<file path="config.mk">
export PLATFORM = sky130hd
export DESIGN_NAME = zbus_cycle_decoder
export DESIGN_NICKNAME = d
export VERILOG_FILES = /design/src/rtl/zbus_cycle_decoder.sv
export SDC_FILE = /design/constraint.sdc
export NUM_CORES = 1
export LEC_CHECK = 0
export ABC_CLOCK_PERIOD_IN_PS = 5730
export CORE_ASPECT_RATIO = 0.6
export CORE_UTILIZATION = 58
export CTS_CLUSTER_DIAMETER = 50
export CTS_CLUSTER_SIZE = 12
export DETAILED_ROUTE_END_ITERATION = 7
export GPL_TIMING_DRIVEN = 0
export PLACE_DENSITY = 0.86
export SLEW_MARGIN = 20
export SYNTH_ARGS = -nofsm -noshare
export SYNTH_HDL_FRONTEND = slang
export SYNTH_SLANG_ARGS = --single-unit
</file>
<file path="constraint.sdc">
create_clock -name fclk -period 5.73 [get_ports fclk]
set_input_delay 0.8595 -clock fclk [delete_from_list [all_inputs] [get_ports fclk]]
set_output_delay 0.8595 -clock fclk [all_outputs]
set_load 0.05 [all_outputs]
</file>
<file path="src/rtl/zbus_cycle_decoder.sv">
// Z80 bus cycle decoder: synchronises and glitch-filters the async bus strobes,
// classifies each bus cycle and emits single-fclk start/end strobes plus the cycle address.
module zbus_cycle_decoder #(
  parameter int unsigned FILT = 2
) (
  input  logic        fclk,
  input  logic        rst,
  input  logic        iorq_n,
  input  logic        mreq_n,
  input  logic        rd_n,
  input  logic        wr_n,
  input  logic        m1_n,
  input  logic        rfsh_n,
  input  logic [15:0] a,
  output logic        memrd_stb,
  output logic        memwr_stb,
  output logic        m1_stb,
  output logic        rfsh_stb,
  output logic        iord_stb,
  output logic        iowr_stb,
  output logic        intack_stb,
  output logic        end_stb,
  output logic [15:0] cyc_addr,
  output logic [2:0]  cyc_type,
  output logic        busy,
  output logic        conflict
);

  localparam int unsigned NCTL   = 6;
  localparam int unsigned I_IORQ = 0;
  localparam int unsigned I_MREQ = 1;
  localparam int unsigned I_RD   = 2;
  localparam int unsigned I_WR   = 3;
  localparam int unsigned I_M1   = 4;
  localparam int unsigned I_RFSH = 5;
  localparam logic [2:0]  FILT_MAX = 3'(FILT - 1);

  typedef enum logic [2:0] {
    S_IDLE    = 3'd0,
    S_MEMWAIT = 3'd1,
    S_MEMRD   = 3'd2,
    S_MEMWR   = 3'd3,
    S_RFSH    = 3'd4,
    S_IOWAIT  = 3'd5,
    S_IORW    = 3'd6,
    S_INTACK  = 3'd7
  } state_t;

  typedef struct packed {
    logic memrd;
    logic memwr;
    logic m1;
    logic rfsh;
    logic iord;
    logic iowr;
    logic intack;
    logic cyc_end;
  } stb_t;

  logic [NCTL-1:0] ctl_raw, ctl_s1, ctl_s2, ctl_f, ctl_fn;
  logic [15:0]     a_s1, a_s2;
  logic [2:0]      cnt [NCTL];
  logic [1:0]      sync_vld;

  state_t state_q, state_d;
  stb_t   stb_q, stb_d;
  logic   hold_q, hold_d;
  logic   conflict_q, conflict_d;
  logic   capture, released;
  logic   mreq, iorq, rd, wr, m1, rfsh;

  assign ctl_raw = {rfsh_n, m1_n, wr_n, rd_n, mreq_n, iorq_n};

  always_ff @(posedge fclk) begin
    if (rst) begin
      ctl_s1   <= '1;
      ctl_s2   <= '1;
      a_s1     <= '0;
      a_s2     <= '0;
      sync_vld <= '0;
    end else begin
      ctl_s1   <= ctl_raw;
      ctl_s2   <= ctl_s1;
      a_s1     <= a;
      a_s2     <= a_s1;
      sync_vld <= {sync_vld[0], 1'b1};
    end
  end

  // Filtered value flips on the edge where the line has differed for FILT cycles.
  always_comb begin
    ctl_fn = ctl_f;
    for (int unsigned i = 0; i < NCTL; i++) begin
      if (ctl_s2[i] != ctl_f[i] && cnt[i] == FILT_MAX) ctl_fn[i] = ctl_s2[i];
    end
  end

  always_ff @(posedge fclk) begin
    if (rst) begin
      ctl_f <= '1;
      for (int unsigned i = 0; i < NCTL; i++) cnt[i] <= '0;
    end else begin
      ctl_f <= ctl_fn;
      for (int unsigned i = 0; i < NCTL; i++) begin
        if (ctl_s2[i] == ctl_f[i] || cnt[i] == FILT_MAX) cnt[i] <= '0;
        else                                             cnt[i] <= cnt[i] + 3'd1;
      end
    end
  end

  // Decode on the next filtered values so strobes leave a register at 2+FILT latency.
  assign mreq = ~ctl_fn[I_MREQ];
  assign iorq = ~ctl_fn[I_IORQ];
  assign rd   = ~ctl_fn[I_RD];
  assign wr   = ~ctl_fn[I_WR];
  assign m1   = ~ctl_fn[I_M1];
  assign rfsh = ~ctl_fn[I_RFSH];

  // hold blocks new starts after reset/conflict until both requests are seen released end to end.
  assign released = sync_vld[1] & ctl_s2[I_MREQ] & ctl_s2[I_IORQ]
                  & ctl_fn[I_MREQ] & ctl_fn[I_IORQ];

  always_comb begin
    state_d    = state_q;
    stb_d      = '0;
    hold_d     = hold_q;
    conflict_d = conflict_q;
    unique case (state_q)
      S_IDLE: begin
        if (hold_q) begin
          if (released) hold_d = 1'b0;
        end else if (mreq && iorq) begin
          conflict_d = 1'b1;
          hold_d     = 1'b1;
        end else if (mreq) begin
          if (rfsh)    begin state_d = S_RFSH;  stb_d.rfsh  = 1'b1; end
          else if (m1) begin state_d = S_MEMRD; stb_d.m1    = 1'b1; end
          else if (rd) begin state_d = S_MEMRD; stb_d.memrd = 1'b1; end
          else if (wr) begin state_d = S_MEMWR; stb_d.memwr = 1'b1; end
          else               state_d = S_MEMWAIT;
        end else if (iorq) begin
          if (m1)      begin state_d = S_INTACK; stb_d.intack = 1'b1; end
          else if (rd) begin state_d = S_IORW;   stb_d.iord   = 1'b1; end
          else if (wr) begin state_d = S_IORW;   stb_d.iowr   = 1'b1; end
          else               state_d = S_IOWAIT;
        end
      end
      S_MEMWAIT: begin
        if (!mreq)   begin state_d = S_IDLE;  stb_d.cyc_end = 1'b1; end
        else if (rd) begin state_d = S_MEMRD; stb_d.memrd   = 1'b1; end
        else if (wr) begin state_d = S_MEMWR; stb_d.memwr   = 1'b1; end
      end
      S_IOWAIT: begin
        if (!iorq)   begin state_d = S_IDLE; stb_d.cyc_end = 1'b1; end
        else if (rd) begin state_d = S_IORW; stb_d.iord    = 1'b1; end
        else if (wr) begin state_d = S_IORW; stb_d.iowr    = 1'b1; end
      end
      S_MEMRD, S_MEMWR, S_RFSH: begin
        if (!mreq) begin state_d = S_IDLE; stb_d.cyc_end = 1'b1; end
      end
      S_IORW, S_INTACK: begin
        if (!iorq) begin state_d = S_IDLE; stb_d.cyc_end = 1'b1; end
      end
      default: state_d = S_IDLE;
    endcase
    capture = stb_d.memrd | stb_d.memwr | stb_d.m1 | stb_d.rfsh
            | stb_d.iord | stb_d.iowr | stb_d.intack;
  end

  always_ff @(posedge fclk) begin
    if (rst) begin
      state_q    <= S_IDLE;
      stb_q      <= '0;
      hold_q     <= 1'b1;
      conflict_q <= 1'b0;
      cyc_addr   <= '0;
    end else begin
      state_q    <= state_d;
      stb_q      <= stb_d;
      hold_q     <= hold_d;
      conflict_q <= conflict_d;
      if (capture) cyc_addr <= a_s2;
    end
  end

  assign memrd_stb  = stb_q.memrd;
  assign memwr_stb  = stb_q.memwr;
  assign m1_stb     = stb_q.m1;
  assign rfsh_stb   = stb_q.rfsh;
  assign iord_stb   = stb_q.iord;
  assign iowr_stb   = stb_q.iowr;
  assign intack_stb = stb_q.intack;
  assign end_stb    = stb_q.cyc_end;
  assign cyc_type   = state_q;
  assign busy       = (state_q != S_IDLE);
  assign conflict   = conflict_q;

endmodule

</file>
## Yosys cells after proc, flatten, opt, wreduce, memory -nomap -nowiden

Memories as Yosys holds them, arrays and structs flattened.
Index checks and enable logic that the tools add are counted.

- Register bits after elaboration: 81
- Memory bits (writable): 18
- Input bits: 24
- Memories kept: 1

Memory list:

| memory | depth | bits a word | rd ports | clocked after Yosys merged registers in | wr ports | line | text |
|---|---|---|---|---|---|---|---|
| cnt | 6 | 3 | 6 | 0 | 6 | 62 | `logic [2:0] cnt [NCTL];` |

- $add $sub $neg: 6
- Equality and inequality tests: 32
- Multiplexer cells: 101
- Bitwise gates (word level): 25
- Reduce and logical (&&, ||, !) cells: 21

Operators with widths:

| kind | number |
|---|---|
| two-way mux 3 bit | 28 |
| two-way mux 1 bit | 56 |
| equality test 3 x 1 -> 1 bit, second input constant | 7 |
| two-way mux 2 bit | 10 |
| adder 3 x 1 -> 3 bit, second input constant | 6 |
| bitwise OR 1 bit | 18 |
| case mux 3 bit (5 select lines) | 1 |
| two-way mux 7 bit | 2 |
| equality test 3 bit, second input constant | 4 |
| != test 2 bit, second input constant | 4 |
| != test 4 bit, second input constant | 2 |
| case mux 2 bit (2 select lines) | 2 |
| logical AND 1 bit | 7 |
| AND reduction 7 bit | 1 |
| equality test 1 bit | 6 |
| equality test 3 x 2 -> 1 bit, second input constant | 2 |
| logical OR 1 bit | 6 |
| != test 1 bit | 6 |
| OR reduction 3 bit | 2 |
| bitwise AND 1 bit | 4 |
| two-way mux 4 bit | 1 |
| OR reduction 4 bit | 1 |
| zero test 3 bit | 1 |
| != test 3 bit, second input constant | 1 |
| other kinds (5) | 7 |

## Logic depth before layout (Yosys ltp)

An unclocked memory read counts as a cell.

- Depth in word-level cells: 18
- Gate-level depth with buffers: 11
- Depth with buffers taken out: 9

## Least setup slack after synthesis

No wires, ideal clock.

- Path kind: flip-flop to flip-flop
- From: memory cnt[1][1]
- To: register cyc_addr[0]
- Setup time: 0.128 ns
- Arrival time: 2.326 ns
- Setup slack: 3.276 ns
- Cell stages (with the launch flop): 11
- Period minus slack after synthesis: 2.454 ns
- Cell sequence: edfxtp_1 inv_1 ha_1 nor2b_1 mux2_4 a32oi_2 nor3_2 a211oi_4 buf_8 mux2i_1 nor2_1

RTL lines:

| element | line | text |
|---|---|---|
| start: declaration | 62 |  |
| end signal: assignment | 182 | `if (capture) cyc_addr <= a_s2;` |
| end: declaration | 23 | `output logic [15:0] cyc_addr,` |

## Final worst setup path

- From: register state_q[2] (netlist: cyc_type[2])
- To: output port busy

- Longest elaborated chain between the ends: 1

RTL lines:

| element | line | text |
|---|---|---|
| start: declaration | 65 | `state_t state_q, state_d;` |
| start signal: assignment | 178 | `state_q <= state_d;` |
| nonzero test 3 bit | 195 | `assign busy = (state_q != S_IDLE);` |
| end: declaration | 25 | `output logic busy,` |

No other way between the ends.

==> results.cfg <==
[sta]
setup_violations = 0
period_minus_slack_ns = 3.25
hold_slack_ns = 0.418
skew_ns = 0.00877
min_period_over_period_pct = 56.8
fmax_mhz = 307
tightest_slew_ns = 0.866
hold_violations = 0
rsz0062_at_grt = false
slew_viol_final = 0
max_slew_margin_pct = 40.6
fin_setup_tns_ns = 0

[global_route]
grt_pass1_wl_um = 12000
overflow = 0
first_global_vias = 2551
grtUsageTotal_pct = 23.5
grt_max_degree = 17
antenna_found_initial = 0

[clock_network]
cts_tree = yes
htreeDepth = 3
cts-root-buf = clkbuf_8
post_cts_buffers = 0
clk_pin_slew_worst_paths_ns = 0.09
cts.repair.resized = 0
numCtsBuffers = 9
holdBufCountCts = 0
cts_buffer_depth = 2
cts.sinks = 99
insertion_delay_ns = 0.36

[placed_design]
gp_congestion = 0.875
portBuffers = 52
dp.final_hpwl_um = 5230
dpl.cell_count = 496

[worst_setup_path]
reg2reg_slack_ns = 2.73
cp_data_arrival_time_ns = 2.39
end_kind = primary output
cp_data_required_time_ns = 4.87
startpoint_type = register
critPathKind = register to primary output
r2r_start = cnt[1][1]$_SDFFCE_PN0P_
reg2reg_depth = 10
cp_max_fo = 10
r2r-end = cyc_addr[15]$_SDFFE_PP0P_

[power_and_ir_drop]
power_leakage_nw = 1.95
peakVddDrop_mv = 0.166
p_per_area_nw_per_um2 = 330

[die]
start_util_pct = 60.6
pin_count = 53
die_area_um2 = 6770
die_y_um = 64.1
rows = 22
die_w_um = 106
core_area_um2 = 6170

[worst_hold_path]
hold_class = register to register
hold_path_end = ctl_s2[0]$_SDFF_PP1_
hold_start = ctl_s1[0]$_SDFF_PP1_
min_delay_path_depth = 1

[run_status]
status = finished clean

[finish]
instances_no_fill = 512
layout_commonest_cell = dfxtp_1
nNetsFinal = 459
final_util_pct = 76.1
drive_above_1_share_pct = 8.88
num-fill-cells = 426
layout_common_cells = 81 x dfxtp_1, 52 x clkdlybuf4s50_1, 50 x nor2_1
antenna_cells = 0
syn2layout_area_growth_pct = 25.6

[logic_synthesis]
synth_top_area_share_pct = 43.4
yosysSeqAreaShare_pct = 57.9
yosys_warnings = 0
ys_types = 41
avgSynthCellArea_um2 = 10.9
synth_largest_area_cell = dfxtp_1
synth.ff_latch_count = 99
synth_cells = 343
synth.area.top_cells = dfxtp_1 43%, edfxtp_1 14%, mux2i_1 8.3%, nor2b_1 5.9%, nor2_1 5.0%
syn_area_um2 = 3730

[routing]
ant_nets = 0
dr.first_iter.drc_count = 127
totalWireLength_um = 7350
post_drt_wl_per_cell_um = 14.3
vias = 2665
dr.pass1.iters = 5
vias_per_cell = 5.21
drc = 0

[flow_run]
drv_cap = 0
## synth_stat cells
master / instances
a211oi_4: 1
a21oi_1: 6
a22o_1: 1
a31oi_1: 2
a32oi_1: 1
a32oi_2: 1
and3_1: 1
buf_4: 1
buf_8: 1
clkbuf_1: 10
clkinv_1: 1
conb_1: 1
dfxtp_1: 81
edfxtp_1: 18
ha_1: 12
inv_1: 9
mux2_2: 1
mux2_4: 2
mux2i_1: 31
nand2_1: 15
nand2b_1: 2
nand2b_4: 1
nand3_1: 5
nor2_1: 50
nor2_2: 1
nor2b_1: 35
nor2b_2: 1
nor3_1: 13
nor3_2: 1
nor4_1: 4
nor4b_1: 1
o211ai_1: 1
o21ai_0: 5
o21ai_1: 1
o22a_1: 1
o311ai_0: 1
o41ai_1: 2
or2_2: 12
or3_1: 3
xnor2_1: 6
xor2_1: 1
## per-layer routing
layer | GRT usage, % | wire length [µm] | vias up
met5 | 0 | 0 | -
met2 | 38.5 | 3450 | 111
met3 | 9.59 | 591 | 13
li1 | - | - | 1298
met4 | 6.25 | 101 | 0
met1 | 28.9 | 3210 | 1243
## kinds of logic after synthesis
logic type | count (synthesis) | share of synthesized area, %
adders and majority gates | 12 | 4.02
AOI/OAI and AO/OA | 23 | 4.52
buffers and inverters | 22 | 2.61
other | 1 | 0.100
DFF | 99 | 57.9
xor gates and xnor gates | 7 | 1.64
muxes | 34 | 9.42
and+or+nand+nor | 145 | 19.8
## layout make-up
class | instances | area, µm² | area share [%]
clock inverters | 2 | 38.8 | 0.827
plain buffers | 12 | 60.1 | 1.28
well taps | 84 | 105 | 2.24
multi-input cells | 239 | 1540 | 32.8
clock buffers | 14 | 228 | 4.86
inverters | 10 | 37.5 | 0.800
flip-flops and latches | 99 | 2160 | 46.1
repair buffers | 52 | 520 | 11.1
## power by group
part           total [mW]  leakage (nW)  internal, mW  switching [mW]
sequential          0.762         0.850         0.739          0.0231
clock               0.541         0.134         0.310           0.231
combinational       0.245         0.966        0.0934           0.152
## stage by stage
| stage | area, µm² | power (mW) | setup slack [ns] |
|---|---|---|---|
| after global placement | 4420 | 1.01 | 2.95 |
| after global routing | 4690 | 1.61 | 2.37 |
| final | 4690 | 1.55 | 2.48 |
| after CTS | 4690 | 1.55 | 2.51 |
| after detailed placement | 4420 | 1.02 | 2.85 |
| after floorplan | 3800 | 0.940 | 3.28 |
## worst max path at each step
stage                              from                   endpoint  slack, ns  depth (start not counted)
3_5_place_dp    cnt[0][1]$_SDFFCE_PN0P_  cyc_addr[15]$_SDFFE_PP0P_       2.85                          9
2_1_floorplan   cnt[1][1]$_SDFFCE_PN0P_   cyc_addr[0]$_SDFFE_PP0P_       3.28                         10
6_report       cyc_type[2]$_SDFFE_PP0P_                       busy       2.48                          4
5_1_grt        cyc_type[2]$_SDFFE_PP0P_                       busy       2.37                          4
4_1_cts        cyc_type[2]$_SDFFE_PP0P_                       busy       2.51                          4
3_3_place_gp   cyc_type[2]$_SDFFE_PP0P_                       busy       2.95                          4
## worst max-delay path, cell delays in order (launching register included)
cell,delay [ns]
dfxtp_1,0.49
clkbuf_1,0.40
nor3_1,0.19
inv_1,0.14
clkdlybuf4s50_1,0.81
## flip-flops by register name, indices dropped and copies added (netlist names), 3 cells and up
register,count
ctl_s1,6
cyc_type,3
ctl_f,6
cyc_addr,16
ctl_s2,6
a_s1,16
cnt,18
a_s2,16
Note: power is estimated with default switching activity, not from simulation.
==> edit: new RTL, same settings <==
Reset style: asynchronous (`rst`), changed in 3 clocked blocks.
--- a/src/rtl/zbus_cycle_decoder.sv
+++ b/src/rtl/zbus_cycle_decoder.sv
@@ -72,5 +72,5 @@
   assign ctl_raw = {rfsh_n, m1_n, wr_n, rd_n, mreq_n, iorq_n};
 
-  always_ff @(posedge fclk) begin
+  always_ff @(posedge fclk or posedge rst) begin
     if (rst) begin
       ctl_s1   <= '1;
@@ -96,5 +96,5 @@
   end
 
-  always_ff @(posedge fclk) begin
+  always_ff @(posedge fclk or posedge rst) begin
     if (rst) begin
       ctl_f <= '1;
@@ -168,5 +168,5 @@
   end
 
-  always_ff @(posedge fclk) begin
+  always_ff @(posedge fclk or posedge rst) begin
     if (rst) begin
       state_q    <= S_IDLE;
Behaviour: differs if rst is asserted again (counterexample within 10 cycles, from zero or initial values and one cycle with rst high); with rst held inactive, the same outputs for 10 cycles.
==> edit against the unedited design <==
Global-route usage down 0.91 points. Design area down 1.3%. Critical path depth up 1. Wire length down 12%. Area after synthesis up 0.50%. Sequential share of layout area up 7.9 points. Fmax up 9.9%. Register-to-register slack better by 0.29 ns. Sequential cell count unchanged. Setup slack better by 0.29 ns. Synthesized cell count down 23%. Worst hold slack worse by 0.064 ns. Critical path type unchanged.
Power is not compared: it rests on default switching activity, and its combinational part moved more than twofold at a synthesized area within 25%.
==> edit: results (changes against the unedited design) <==
* R2r worst-path depth at 9 (was 10)
* Mean Syn Cell Area at 14.3 um^2 (was 10.9 um^2)
* Hold Worst Slack at 0.354 ns (was 0.418 ns)
* DR iter-0 viols at 113 (was 127)
* Placed Cells at 400 (was 496)
* Hold Crit Depth at 0 (was 1)
* Largest net degree at the start of global routing at 73 (was 17)
* Post-synthesis compound-gate area fraction at 6.07% (was 4.52%)
* Main area contributors after synthesis: dfrtp_1, dfstp_2, mux2_2, ha_1, mux2_4 (was dfxtp_1, edfxtp_1, mux2i_1, nor2b_1, nor2_1)
* Clk cell area share at 4.70% (was 5.68%)
* Layout cells sized above 1 at 22.9% (was 8.88%)
* Top cells by count, synth: dfrtp_1, nor2_1, dfstp_2 (was dfxtp_1, nor2_1, nor2b_1)
* HPWL Detailed at 4540 um (was 5230 um)
* Outcome: finished, final reports clean (unchanged)
* Pwr Total at ~2.7 mW
* DRT Wirelength at 6480 um (was 7350 um)
* Gr usage total at 22.5% (was 23.5%)
* Flop2flop setup slack at 3.02 ns (was 2.73 ns)
* Signal buf overhead at 12.9% (was 12.4%)
* Clk_skew at 0.0114 ns (was 0.00877 ns)
* Critical path arrival at 2.10 ns (was 2.39 ns)
* Setup Slack @ Placement at 3.07 ns (was 2.85 ns)
* Vias in the first global route at 2,263 (was 2,551)
* Maximum clock rate at 0.338 GHz (was 0.307 GHz)
* #MultiIn Comb at 145 (was 239)
* Post-synth cell types at 49 (was 41)
* # clk buffers at 10 (was 14)
* Total of fill cells in the finished design at 383 (was 426)
* RePlAce Congestion at 0.806 (was 0.875)
==> edit: changes by cell type after synthesis, moves of 10 or more <==
| cell | change |
|---|---|
| clkbuf_1 | -10 |
| edfxtp_1 | -18 |
| dfstp_2 | +19 |
| or2_2 | -12 |
| mux2_2 | +13 |
| nor2b_1 | -34 |
| dfxtp_1 | -81 |
| nor2_1 | -23 |
| dfrtp_1 | +80 |
| mux2i_1 | -28 |
==> edit: metal layers <==
metal | global-route usage (%) | share of wire (%) | routed length, um
met1 | 28.0 | 45 | 2910
met4 | 8.68 | 1.4 | 91
met3 | 8.88 | 5.2 | 335
met2 | 35.9 | 48 | 3140
met5 | 0 | 0 | 0
==> edit: path summary, 6_finish.rpt <==
check                            start           to
hold reg to reg                a_s1[9]      a_s2[9]
setup / recovery           cyc_type[2]         busy
min in group asynchronous          rst  cyc_addr[4]
hold / removal                 a_s1[9]      a_s2[9]
setup reg to reg                cnt[3]  cyc_addr[2]
max in group asynchronous          rst    ctl_s2[3]
